`config.mk`:
```
export PLATFORM = sky130hd
export DESIGN_NAME = fetch_stage
export DESIGN_NICKNAME = d
export VERILOG_FILES = /design/src/rtl/fetch_stage.sv
export SDC_FILE = /design/constraint.sdc
export NUM_CORES = 1
export LEC_CHECK = 0
export CAP_MARGIN = 20
export CORE_ASPECT_RATIO = 1.75
export CORE_MARGIN = 2
export CORE_UTILIZATION = 45
export DETAILED_ROUTE_END_ITERATION = 12
export PLACE_DENSITY = 0.7
export SLEW_MARGIN = 20
export SYNTH_ARGS = -nofsm -noshare
export SYNTH_HDL_FRONTEND = slang
export SYNTH_SLANG_ARGS = --single-unit
export TNS_END_PERCENT = 5
```
`constraint.sdc`:
```
create_clock -name i_clk -period 3.7 [get_ports i_clk]
set_input_delay 0.555 -clock i_clk [delete_from_list [all_inputs] [get_ports i_clk]]
set_output_delay 0.555 -clock i_clk [all_outputs]
set_load 0.1 [all_outputs]
```
`src/rtl/fetch_stage.sv`:
```
// Instruction-fetch stage: PC generation, single-outstanding imem requests,
// 2-entry prefetch buffer feeding the IF/ID registers, redirect flush.
module fetch_stage #(
    parameter logic [15:0] PC_RESET  = 16'h0000,
    parameter logic [15:0] NOP_INSTR = 16'h0000
) (
    input  logic        i_clk,
    input  logic        i_reset,
    output logic        o_imem_req,
    output logic [15:0] o_imem_addr,
    input  logic        i_imem_rvalid,
    input  logic [15:0] i_imem_rdata,
    input  logic        i_id_stall,
    input  logic        i_redirect,
    input  logic [15:0] i_redirect_pc,
    output logic        o_if_id_write_n,
    output logic [15:0] o_if_id_instr,
    output logic [15:0] o_if_id_pc,
    output logic        o_if_id_valid
);

    typedef enum logic [1:0] {ST_ISSUE, ST_WAIT, ST_DROP} state_t;

    state_t      r_state;
    logic [15:0] r_pc;
    logic [15:0] r_req_pc;
    logic [15:0] r_buf_instr [2];
    logic [15:0] r_buf_pc    [2];
    logic        r_head;
    logic [1:0]  r_count;

    logic        w_push;
    logic        w_pop;
    logic        w_issue;
    logic        w_tail;
    logic [1:0]  w_count_after;

    assign w_push        = (r_state == ST_WAIT) && i_imem_rvalid && !i_redirect && !i_reset;
    assign w_pop         = (r_count != 2'd0) && !i_id_stall && !i_redirect && !i_reset;
    assign w_count_after = r_count + {1'b0, w_push} - {1'b0, w_pop};
    // The buffer never holds more than two entries, so count[0] gives the tail offset.
    assign w_tail        = r_head ^ r_count[0];

    // A new request is only launched if a buffer slot is guaranteed for its response.
    always_comb begin
        w_issue = 1'b0;
        if (!i_reset && !i_redirect) begin
            if (r_state == ST_ISSUE) begin
                w_issue = (r_count < 2'd2);
            end else if (r_state == ST_WAIT) begin
                w_issue = i_imem_rvalid && (w_count_after < 2'd2);
            end
        end
    end

    always_comb begin
        o_imem_req      = w_issue;
        o_imem_addr     = r_pc;
        o_if_id_write_n = 1'b1;
        o_if_id_valid   = 1'b0;
        o_if_id_instr   = NOP_INSTR;
        o_if_id_pc      = 16'h0000;
        if (i_reset) begin
            o_if_id_write_n = 1'b1;
        end else if (i_redirect) begin
            o_if_id_write_n = 1'b0;
            o_if_id_pc      = i_redirect_pc;
        end else if (r_count != 2'd0) begin
            o_if_id_instr   = r_buf_instr[r_head];
            o_if_id_pc      = r_buf_pc[r_head];
            o_if_id_write_n = i_id_stall;
            o_if_id_valid   = !i_id_stall;
        end
    end

    always_ff @(posedge i_clk) begin
        if (i_reset) begin
            r_state        <= ST_ISSUE;
            r_pc           <= PC_RESET;
            r_req_pc       <= 16'h0000;
            r_head         <= 1'b0;
            r_count        <= 2'd0;
            r_buf_instr[0] <= NOP_INSTR;
            r_buf_instr[1] <= NOP_INSTR;
            r_buf_pc[0]    <= 16'h0000;
            r_buf_pc[1]    <= 16'h0000;
        end else if (i_redirect) begin
            r_pc    <= i_redirect_pc;
            r_count <= 2'd0;
            r_head  <= 1'b0;
            // A response still in flight must be swallowed before refetching.
            if ((r_state != ST_ISSUE) && !i_imem_rvalid) begin
                r_state <= ST_DROP;
            end else begin
                r_state <= ST_ISSUE;
            end
        end else begin
            if (w_push) begin
                r_buf_instr[w_tail] <= i_imem_rdata;
                r_buf_pc[w_tail]    <= r_req_pc;
            end
            if (w_pop) begin
                r_head <= ~r_head;
            end
            r_count <= w_count_after;
            if (w_issue) begin
                r_req_pc <= r_pc;
                r_pc     <= r_pc + 16'd1;
                r_state  <= ST_WAIT;
            end else if ((r_state != ST_ISSUE) && i_imem_rvalid) begin
                r_state <= ST_ISSUE;
            end
        end
    end

endmodule

```
# == Word level (Yosys, flattened, before mapping) ==
# Memory sizes are Yosys's and may differ from the RTL's. A register that Yosys moved wholly into a read port is not among the register bits.
# Cells that the tools add are included.
# word_totals
regBits,37
latch_bits,0
ramBits,64
rom_bits,0
in_bits,37
out_inout_bits,51
word_cells,76
mem_count,2
# op_classes
n_addsub,3
multipliers,0
div,0
magnitude_cmp,2
eq_ne,1
n_shift,0
muxes,37
n_bitwise,3
reduce_logical,23
# mem_list
name,depth,width,rd,rd_ports_with_merged_regs,wr,line,source
r_buf_instr,2,16,1,1,2,27,logic [15:0] r_buf_instr [2];
r_buf_pc,2,16,1,1,2,28,logic [15:0] r_buf_pc [2];
# op_table
op,count
two-way mux 16 bit,10
OR reduction 16 bit,2
two-way mux 1 bit,23
"adder 16 x 1 -> 16 bit, second input constant",1
logical AND 1 bit,10
two-way mux 2 bit,4
nonzero test 2 bit,3
zero test 1 bit,4
"< comparator 2 bit, second input constant",2
nonzero test 3 bit,1
adder 2 x 1 -> 2 bit,1
"== test 2 x 1 -> 1 bit, second input constant",1
zero test 2 bit,1
inverter 1 bit,2
AND reduction 2 bit,1
OR reduction 2 bit,1
subtractor 2 x 1 -> 2 bit,1
XOR 1 bit,1

# == Depth between registers and ports, before layout ==
# Gate-level depths: netlist (run 1).
# logic_depth
ltp_word,13
ltp_mapped,14
ltp_nobuf,11

# == Least setup slack after synthesis (run 1) ==
# Ideal clock, no wire load.
# synth_timing
path_kind,input port to output port
from,input i_redirect
to,output o_imem_req
t_arrival_ns,4.416
required_time_ns,3.145
path_slack_ns,-1.271
stages,13
cell_sequence,nor2_1 o21ai_1 clkbuf_1 nor2_1 ha_1 inv_1 ha_1 xnor2_2 mux2i_4 o21ai_1 buf_2 buf_4 inv_2
# synth_between
elab_chain_len,10
# synth_lines
element,line,source
start: declaration,14,"input logic i_redirect,"
zero test 1 bit *,"38, 39, 47",
logical AND 1 bit (2 in a row),38,assign w_push = (r_state == ST_WAIT) && i_imem_rvalid && !i_redirect && !i_reset;
adder 2 x 1 -> 2 bit,40,"assign w_count_after = r_count + {1'b0, w_push} - {1'b0, w_pop};"
subtractor 2 x 1 -> 2 bit,40,
< comparator 2 bit,51,w_issue = i_imem_rvalid && (w_count_after < 2'd2);
logical AND 1 bit,51,
two-way mux 1 bit,50,end else if (r_state == ST_WAIT) begin
two-way mux 1 bit,48,if (r_state == ST_ISSUE) begin
two-way mux 1 bit *,47,if (!i_reset && !i_redirect) begin
end: declaration,9,"output logic o_imem_req,"
# Every way passes the cells marked *; elsewhere a longest branch is shown, timed or not.

# == Worst setup path after layout (run 1) ==
# Ends and elaborated chain as after synthesis.

==> results of run 1 <==
==> final timing paths <==
kind / start / to / slack, ns / cells after the start
max reg2reg: r_count[1]$_SDFF_PP0_ / o_imem_addr[10]$_SDFFE_PP0P_ / 0.82 / 10
min: r_req_pc[5]$_SDFFE_PP0P_ / r_req_pc[5]$_SDFFE_PP0P_ / 0.51 / 2
max: i_redirect / o_imem_req / 0.14 / 11
min reg2reg: r_req_pc[5]$_SDFFE_PP0P_ / r_req_pc[5]$_SDFFE_PP0P_ / 0.51 / 2
==> cell usage after synthesis, types with 3 or more instances <==
cell	n	area, um2
sky130_fd_sc_hd__xnor2_1	11	96.3
sky130_fd_sc_hd__clkbuf_1	21	78.8
sky130_fd_sc_hd__nand4_1	3	18.8
sky130_fd_sc_hd__mux2i_1	49	490
sky130_fd_sc_hd__o21ai_1	3	15.0
sky130_fd_sc_hd__dfxtp_1	38	761
sky130_fd_sc_hd__a2111oi_2	3	45.0
sky130_fd_sc_hd__nand2_1	23	86.3
sky130_fd_sc_hd__nor2_1	54	203
sky130_fd_sc_hd__o21ai_0	16	80.1
sky130_fd_sc_hd__a21oi_1	4	20.0
sky130_fd_sc_hd__xor2_1	4	35.0
sky130_fd_sc_hd__ha_1	3	37.5
sky130_fd_sc_hd__and2_1	68	425
sky130_fd_sc_hd__nor3_1	4	20.0
sky130_fd_sc_hd__inv_1	4	15.0
sky130_fd_sc_hd__edfxtp_1	64	1920
sky130_fd_sc_hd__a211oi_1	14	105
==> power by group <==
| group | total, mW | internal, mW | switching [mW] |
|---|---|---|---|
| Combinational | 0.391 | 0.131 | 0.260 |
| Sequential | 1.29 | 1.25 | 0.0347 |
| Clock | 0.907 | 0.523 | 0.384 |
| Total | 2.58 | 1.91 | 0.679 |
==> worst max-delay path: stages <==
cell and delay, ns:
sky130_fd_sc_hd__clkdlybuf4s50_1 0.43, sky130_fd_sc_hd__nor2_2 0.19, sky130_fd_sc_hd__nand4b_1 0.16, sky130_fd_sc_hd__ha_1 0.32
sky130_fd_sc_hd__inv_1 0.04, sky130_fd_sc_hd__ha_1 0.20, sky130_fd_sc_hd__xnor2_2 0.24, sky130_fd_sc_hd__mux2i_4 0.37
sky130_fd_sc_hd__o21ai_2 0.20, sky130_fd_sc_hd__inv_12 0.10, sky130_fd_sc_hd__buf_12 0.17
==> through the flow <==
stage	worst slack, ns	TNS [ns]	utilization	hold WS (ns)	cells
CTS	0.129	0	0.628	0.518	639
global placement	0.221	0	0.600	0.479	623
detailed placement	0.112	0	0.600	0.501	623
global route	0.0152	0	0.628	0.556	639
floorplan	-0.0619	-0.845	-	0.469	421
finish	0.140	0	0.628	0.511	639
==> flip-flops by register name, indices dropped and copies added (netlist names), named ones only <==
signal / cells
r_buf_instr: 32
r_buf_pc: 32
o_imem_addr: 16
r_req_pc: 16
r_count: 2
r_state: 2
r_head: 1
==> routing by layer <==
layer | wire [um] | global-route usage
met1 | 4040 | 0.226
met2 | 5990 | 0.350
met3 | 442 | 0.0460
met4 | 367 | 0.0981
met5 | 0 | 0
==> cell type report <==
type	instances	area (um2)
clock buffers	10	229
clock inverters	6	62.6
fillers	808	3800
inverters	5	31.3
multi-input cells	290	1960
flip-flops and latches	102	2680
well taps	127	159
repair buffers	99	1310
==> cells by family (layout without fill, tap and decap cells) <==
| logic type | after synthesis | count (layout) | share of synthesized area |
|---|---|---|---|
| AOI/OAI and AO/OA | 52 | 52 | 0.0751 |
| xor gates and xnor gates | 16 | 16 | 0.0312 |
| adders and majority gates | 3 | 3 | 0.00794 |
| buffers and inverters | 29 | 120 | 0.0241 |
| DFF | 102 | 102 | 0.567 |
| muxes | 51 | 51 | 0.112 |
| and+or+nand+nor | 168 | 168 | 0.183 |
==> impl_results.md, run 1 <==
- Outcome: completed
- Drt initial violations: roughly 170
- Cell at the root of the clock tree: sky130_fd_sc_hd__clkbuf_16
- Total core area: just over 10000 um2
- Mean instance size in the synthesized netlist: approximately 11 um2
- Leading cell types in the layout, fill and taps excluded: sky130_fd_sc_hd__and2_1 (68), sky130_fd_sc_hd__edfxtp_1 (64), sky130_fd_sc_hd__clkdlybuf4s50_1 (52), sky130_fd_sc_hd__nor2_1 (51), sky130_fd_sc_hd__mux2i_1 (49)
- Worst VDD drop: roughly 0.00025 V
- Element type at the critical path end: primary output
- Count of input and output buffers: 87
- Number of setup buffers added after CTS: 0
- Total of max-cap violations: 0
- Commonest non-fill, non-tap cell in the layout: sky130_fd_sc_hd__and2_1
- Aggregate routed wire length: 10800 um
- H-tree depth: 3
- Die width: roughly 80 um
- I/O pin count: 88
- Worst clock skew: between 0.005 and 0.006 ns
- Fraction of layout instances using a drive strength above 1: 0.154
- Setup crit start kind: primary input
- Number of nets with antenna violations after routing: 0
- Required time of the worst setup path: between 3 and 4 ns
- Final cycle utilization of the critical path: 0.962
- Number of vias after detailed routing: 3383
- Placed inst area: ~6100 um2
- Highest clock frequency the design can meet: 281 MHz
- Number of nets in the final layout: between 500 and 600
- First-pass GRT wire length: 17200 um
- Highest fanout seen on the critical path: 4
- Effective utilization at floorplan: 0.462
- Via count of the first global-routing pass: 3412
- Number of sinks driven by the clock tree: roughly 100
- Final setup viols: 0
- Total nets after synthesis: 461
- Proportion of synthesized flip-flops having asynchronous set or reset: 0
- Class of the most critical hold timing path: flip-flop to flip-flop
- Number of flops mapped to enable cells by yosys: 64
- Transition time at the pin with the least slew margin: just under 1 ns
- Number of cell rows: 49
- Most used flip-flop cell after synthesis: sky130_fd_sc_hd__edfxtp_1
- Headroom to the max-slew limit: 0.344
- Initial antenna violation count: 0
- Number of buffers added to fix hold violations after cts: 0
- Number of buffers between clock root and the deepest sink: 2
- Average routed wire per standard cell: approximately 17 um
- Data arrival time of the worst path: about 3.0 ns
- Global Route Usage Sum: 0.202
- Clock-pin slew of the registers on the worst-case setup and hold paths: 0.06 ns
- Total number of yosys warnings: 0
- RSZ-0062 raised after global routing: false
- Startpoint-to-endpoint class of the critical path: primary input to primary output
- Overall die area: approximately 11000 um2
- HPWL after DPL: between 7000 and 8000 um
- Count of antenna diodes in the layout: 0
- Number of search-and-repair iterations in the first detailed-routing pass: 4
- Synth cell types: 43
- Lkg Pwr: about 2.4 nW
- Number of max-slew violations in the final report: 0
- Area overhead of the layout relative to synthesis: 36.0%
- CTS Buf Count: 9
- Total of cells resized after clock tree synthesis: 0
- Pin count of the biggest net entering global routing: 40
- Sequential fraction of the synthesis area: 0.567
- Power per cell area: roughly 400 nW/um2
- GPL Wtd Cong: 0.899
- Number of register bits inferred by synthesis: 102
- Post-layout total power: around 2.6 mW
- Vias per inst: between 5 and 6
- Final Instance Area: around 6400 um2
- Overflow left after global routing: 0
- CTS tree: done
- Cell area after synthesis: ~4700 um2
- Shortest clock period the worst path allows after layout: between 3 and 4 ns
- Final Hold Violating Endpoints: 0
- Number of instances in the synthesized netlist: 421
- Post-route DRC: 0
- Die Y: about 140 um
- Worst skew pair latency: about 0.34 ns
Power figures use the tool's default switching activity.
==> run 2: changes to the inputs <==
--- a/config.mk
+++ b/config.mk
@@ -5,13 +5,11 @@
 export SDC_FILE = /design/constraint.sdc
 export NUM_CORES = 1
 export LEC_CHECK = 0
-export CAP_MARGIN = 20
 export CORE_ASPECT_RATIO = 1.75
 export CORE_MARGIN = 2
 export CORE_UTILIZATION = 45
 export DETAILED_ROUTE_END_ITERATION = 12
 export PLACE_DENSITY = 0.7
-export SLEW_MARGIN = 20
 export SYNTH_ARGS = -nofsm -noshare
 export SYNTH_HDL_FRONTEND = slang
 export SYNTH_SLANG_ARGS = --single-unit
==> results of run 2 <==
Same layout as run 1: the final DEF is identical, and so are final timing and power.
==> edit 1 (settings of run 2) <==
Reset style: asynchronous (`i_reset`), changed in one clocked block.
--- a/src/rtl/fetch_stage.sv
+++ b/src/rtl/fetch_stage.sv
@@ -75,3 +75,3 @@
 
-    always_ff @(posedge i_clk) begin
+    always_ff @(posedge i_clk or posedge i_reset) begin
         if (i_reset) begin
Behaviour: differs if i_reset is asserted again (counterexample within 4 cycles, from zero or initial values and one cycle with i_reset high); with i_reset held inactive, the same outputs for 4 cycles.
==> edit 1 against run 2 <==
Fmax shrank 0.77%. Register-to-register slack lost 0.24 ns. Worst setup slack lost 0.028 ns. Largest cell class unchanged. Wire length grew 5.3%. Sequential cell count shrank 1. Final area grew 3.2%. Critical path depth grew 1. Area after synthesis grew 4.5%.
Power is not compared: it rests on default switching activity, and its combinational part moved more than twofold at a synthesized area within 25%.
==> edit 1: results (changes against run 2) <==
| Metric | Value |
|---|---|
| Sequential area share after synthesis | 51.1% (was 56.7%) |
| Worst clock skew | 0.00783 ns (was 0.00595 ns) |
| Warning count from the yosys run | 0 (unchanged) |
| Most frequently used flop master after synthesis | dfrtp_1 (was edfxtp_1) |
| Ratio of routed vias to standard cells | 5.50 (was 5.29) |
| Maximum fanout along the worst path | 3 (was 4) |
| Syn_nets | 455 (was 461) |
| Number of antenna violations at the first check in global routing | 0 (unchanged) |
| Clock H-tree levels | 3 (unchanged) |
| Drt initial violations | 234 (was 167) |
| Detailed Place HPWL | 7770 µm (was 7920 µm) |
| Final setup viols | 0 (unchanged) |
| Number of buffers inserted by port buffering | 87 (unchanged) |
| Aggregate global-route resource usage | 19.9% (was 20.2%) |
| Initial DRT Pass Iterations | 5 (was 4) |
| Aggregate routed wire length | 11400 µm (was 10800 µm) |
| Number of buffers created by CTS | 9 (unchanged) |
| # fillers | 849 (was 808) |
| Final estimated routing congestion in global placement | 0.847 (was 0.899) |
| Type of the most critical hold path | reg2reg (unchanged) |
| Largest net degree at the start of global routing | 102 (was 40) |
| Leak | 0.00282 µW |
| Antenna diode count | 0 (unchanged) |
| Fraction of layout instances using a drive strength above 1 | 31.3% (was 15.4%) |
| Quantity of hold-fixing buffers added after cts | 0 (unchanged) |
| Top post-synthesis cells by area | dfrtp_1, mux2_2, mux2i_1 (was edfxtp_1, dfxtp_1, mux2i_1) |
| Result of the run | complete, no violations (unchanged) |
| Number of library cell types mapped by synthesis | 45 (was 43) |
| Registers with the most flip-flops | r_buf_instr x32, r_buf_pc x32 (unchanged) |
| Clock edge transition at the registers on the reported setup and hold paths | 0.06 ns (about the same) |
| Via count of the first global-routing pass | 3737 (was 3412) |
| Net count of the finished layout | 544 (was 547) |
| Clock latency on the worst-skew pair | 0.34 ns (about the same) |
| Root buffer selected by CTS | clkbuf_16 (unchanged) |
| Max transition margin | 33.3% (was 34.4%) |
| Data arrival, critical path | 3.03 ns (was 3.01 ns) |
| Post-placement setup slack | 0.0577 ns (was 0.112 ns) |
| Clk buf depth | 2 (unchanged) |
| Leading cell types by count after synthesis | dfrtp_1, mux2_2, mux2i_1 (was and2_1, edfxtp_1, nor2_1) |
| Async S/R FF share, synth | 100% (was 0%) |
| Max rail drop VDD | between 0.0002 and 0.0003 V |
| Global-route wire length before repair | 18800 µm (was 17200 µm) |
==> edit 1: cells by family (layout without fill, tap and decap cells) <==
group / count (synthesis) / after routing / synth area share (%)
XOR/XNOR: 3 / 3 / 0.684
multiplexers: 118 / 118 / 26.6
flip-flops: 101 / 101 / 51.1
buffers and inverters: 32 / 125 / 3.34
AND/OR/NAND/NOR: 111 / 111 / 11.3
AO/OA/AOI/OAI: 47 / 47 / 6.18
adder cells (fa/ha/maj): 3 / 3 / 0.760
==> edit 1: power breakdown <==
group / switching, µW / internal [µW] / leakage (µW)
sequential: 165 / 1350 / 0.00127
combinational: 464 / 395 / 0.00142
clock: 388 / 520 / 0.000132
total: 1020 / 2270 / 0.00282
==> edit 1: worst paths after layout <==
kind	endpoint	cells past startpoint	startpoint	slack, ns
worst min-delay path	r_buf_pc[17]	1	r_buf_pc[17]	0.50
worst max register to register	o_imem_addr[9]	14	r_count[1]	0.58
worst min register to register	r_buf_pc[17]	1	r_buf_pc[17]	0.50
worst max-delay path	o_imem_req	12	i_imem_rvalid	0.11
min in group asynchronous	r_count[1]	4	i_reset	0.58
max in group asynchronous	r_state[0]	4	i_reset	2.67
==> edit 1: cell type report <==
cell class / instances / area, µm² / area share (%)
multi-input combinational: 282 / 2280 / 34.3
clock buffer: 11 / 233 / 3.50
clock inverter: 4 / 50.0 / 0.754
tap: 130 / 163 / 2.45
inverter: 6 / 26.3 / 0.396
sequential: 101 / 2530 / 38.1
timing repair buffer: 104 / 1360 / 20.5
==> edit 1: per-layer routing <==
metal,vias up,GRT usage (%),wire length (µm)
met5,-,0,0
met1,1748,23.5,4560
met2,85,36.2,6230
li1,1656,-,-
met4,0,8.37,247
met3,17,2.83,376
==> edit 1: repair_timing <==
item,4_1_cts,5_1_grt
buffers inserted,0,2
resized for setup,0,3
endpoints found under the setup margin,0,1
==> edit 1: worst max-delay path, cell delays in order <==
cell	delay [ns]
clkdlybuf4s50_1	0.49
nor3b_4	0.20
and3_4	0.22
inv_1	0.04
ha_1	0.28
inv_1	0.06
ha_2	0.18
xor2_2	0.20
mux2i_2	0.32
a21oi_4	0.10
nor2_4	0.17
buf_12	0.19
==> edit 1: stage by stage <==
| stage | std cells | instance area [µm²] | TNS, ns |
|---|---|---|---|
| 2_1_floorplan | 415 | 4970 | -4.15 |
| 4_1_cts | 636 | 6610 | 0 |
| 3_3_place_gp | 621 | 6330 | 0 |
| 3_5_place_dp | 621 | 6330 | 0 |
| 6_report | 638 | 6640 | 0 |
| 5_1_grt | 638 | 6640 | 0 |
==> edit 2 (config.mk and constraints of run 2) <==
Made on the original files. Encoding of `state_t`: now one-hot (3 bits for 3 states).
--- a/src/rtl/fetch_stage.sv
+++ b/src/rtl/fetch_stage.sv
@@ -21,3 +21,3 @@
 
-    typedef enum logic [1:0] {ST_ISSUE, ST_WAIT, ST_DROP} state_t;
+    typedef enum logic [2:0] {ST_ISSUE = 3'b001, ST_WAIT = 3'b010, ST_DROP = 3'b100} state_t;
 
Behaviour: no difference found for any inputs over 4 cycles, from zero or initial values and one cycle with i_reset high; so few cycles prove little.
==> edit 2 against run 2 <==
Area after synthesis grew 7.3%. Final area is 5.5% higher. Cell count up 8.1%. Largest cell class unchanged. Die area up 7.0%. Worst setup slack better by 0.086 ns. Power increased by 3.2%. Core utilization is 1.3 points lower. Sequential cell count is 1 higher. Wire length grew 14%. Critical path type unchanged. Register-to-register slack gained 0.12 ns. Non-clock buffer count grew 6. Combinational power up 16%. Synthesized cell count is 13% higher.
==> edit 2: results (changes against run 2) <==
| Metric | Value |
|---|---|
| Hold Crit Endpoint | r_req_pc[2] (was r_req_pc[5]) |
| Data arrival, critical path | 2.92 ns (was 3.01 ns) |
| FF-to-FF Start | r_state[0] (was r_count[1]) |
| Ratio of routed vias to standard cells | 5.80 (was 5.29) |
| Global-route wire length before repair | 19700 µm (was 17200 µm) |
| Worst clock skew | 0.00778 ns (was 0.00595 ns) |
| Fraction of met3 tracks used by global routing | 3.37% (was 4.60%) |
| Max rail drop VDD | 0.000263 V (was 0.000254 V) |
| Leak | 0.00236 µW (about the same) |
| Post-synthesis average cell area | 10.6 µm² (was 11.2 µm²) |
| Syn_nets | 517 (was 461) |
| Worst Setup SP | i_imem_rvalid (was i_redirect) |
| PwrDens | 393 nW/µm² (was 402 nW/µm²) |
| Routed length on met2 | 6750 µm (was 5990 µm) |
| Result of the run | complete, no violations (unchanged) |
| Aggregate global-route resource usage | 20.7% (was 20.2%) |
| Non-filler instance count after layout | 691 (was 639) |
| Number of antenna violations at the first check in global routing | 0 (unchanged) |
| GR Util met2 | 37.6% (was 35.0%) |
| Detailed Place HPWL | 9030 µm (was 7920 µm) |
| Number of library cell types mapped by synthesis | 56 (was 43) |
| Post-placement setup slack | 0.218 ns (was 0.112 ns) |
| Final estimated routing congestion in global placement | 0.924 (was 0.899) |
| Met1 wire length | 4760 µm (was 4040 µm) |
| Via count of the first global-routing pass | 3919 (was 3412) |
| Number of buffers created by CTS | 9 (unchanged) |
| Fraction of area in multi-input gates | 33.2% (was 30.4%) |
| Fraction of layout instances using a drive strength above 1 | 15.2% (was 15.4%) |
| Layout buffering overhead excluding clock cells | 20.0% (was 20.4%) |
| R2r setup slk | 0.94 ns (was 0.82 ns) |
| Total Die Area | 12200 µm² (was 11400 µm²) |
| Launch point of the worst hold path | r_req_pc[2] (was r_req_pc[5]) |
| Drt initial violations | 221 (was 167) |
| Leading cell types by count after synthesis | and2_1, edfxtp_1, dfxtp_1 (was and2_1, edfxtp_1, nor2_1) |
| Net count of the finished layout | 594 (was 547) |
| Met1 Usage GRT | 23.3% (was 22.6%) |
| Count of multi-input combinational gates | 330 (was 290) |
| Final clock period utilization by the worst path | 93.9% (was 96.2%) |
| Worst-margin pin slew | 1.04 ns (was 0.981 ns) |
| Number of buffers inserted by port buffering | 87 (unchanged) |
| Placed Instance Area | 6500 µm² (was 6140 µm²) |
| Reg2reg end | o_imem_addr[11] (was o_imem_addr[10]) |
| Top post-synthesis cells by area | edfxtp_1, dfxtp_1, and2_1 (was edfxtp_1, dfxtp_1, mux2i_1) |
| Register share of the cell area | 39.8% (was 41.7%) |
| Count of plain and timing-repair buffers | 105 (was 99) |
| Root buffer selected by CTS | clkbuf_16 (unchanged) |
| Final clock-cell share | 4.28% (was 4.53%) |
| Total length of routed met3 wires | 516 µm (was 442 µm) |
| Maximum fanout along the worst path | 8 (was 4) |
| Average wire per cell in the routed design | 17.9 µm (was 17.0 µm) |
| Length in cells of the worst reg-to-reg path | 10 (unchanged) |
==> edit 2: changes by cell type in the layout (fill, tap and decap cells not counted), moves of 4 or more <==
cell,delta
and2_1,+5
nand2_1,+4
a211oi_1,-13
a21oi_1,+14
nand4_1,+21
o31ai_1,+19
buf_4,+6
nor2b_1,+4
nor2_1,-20
mux2i_1,-16
o311ai_0,+6
xnor2_1,-8
==> edit 2: power breakdown <==
part / internal, µW / switching (µW) / leakage (µW)
Sequential: 1260 / 35.3 / 0.000981
Combinational: 147 / 308 / 0.00123
Clock: 522 / 393 / 0.000142
==> edit 2: cell families (layout without fill, tap and decap cells) <==
family	count (synthesis)	in the layout	share of synthesized area (%)
fa+ha+maj	3	3	0.740
simple gates	197	197	21.7
flops	103	103	53.2
compound gates	92	92	12.9
buf+inv	44	126	3.85
xor+xnor	5	5	1.01
mux	33	33	6.51
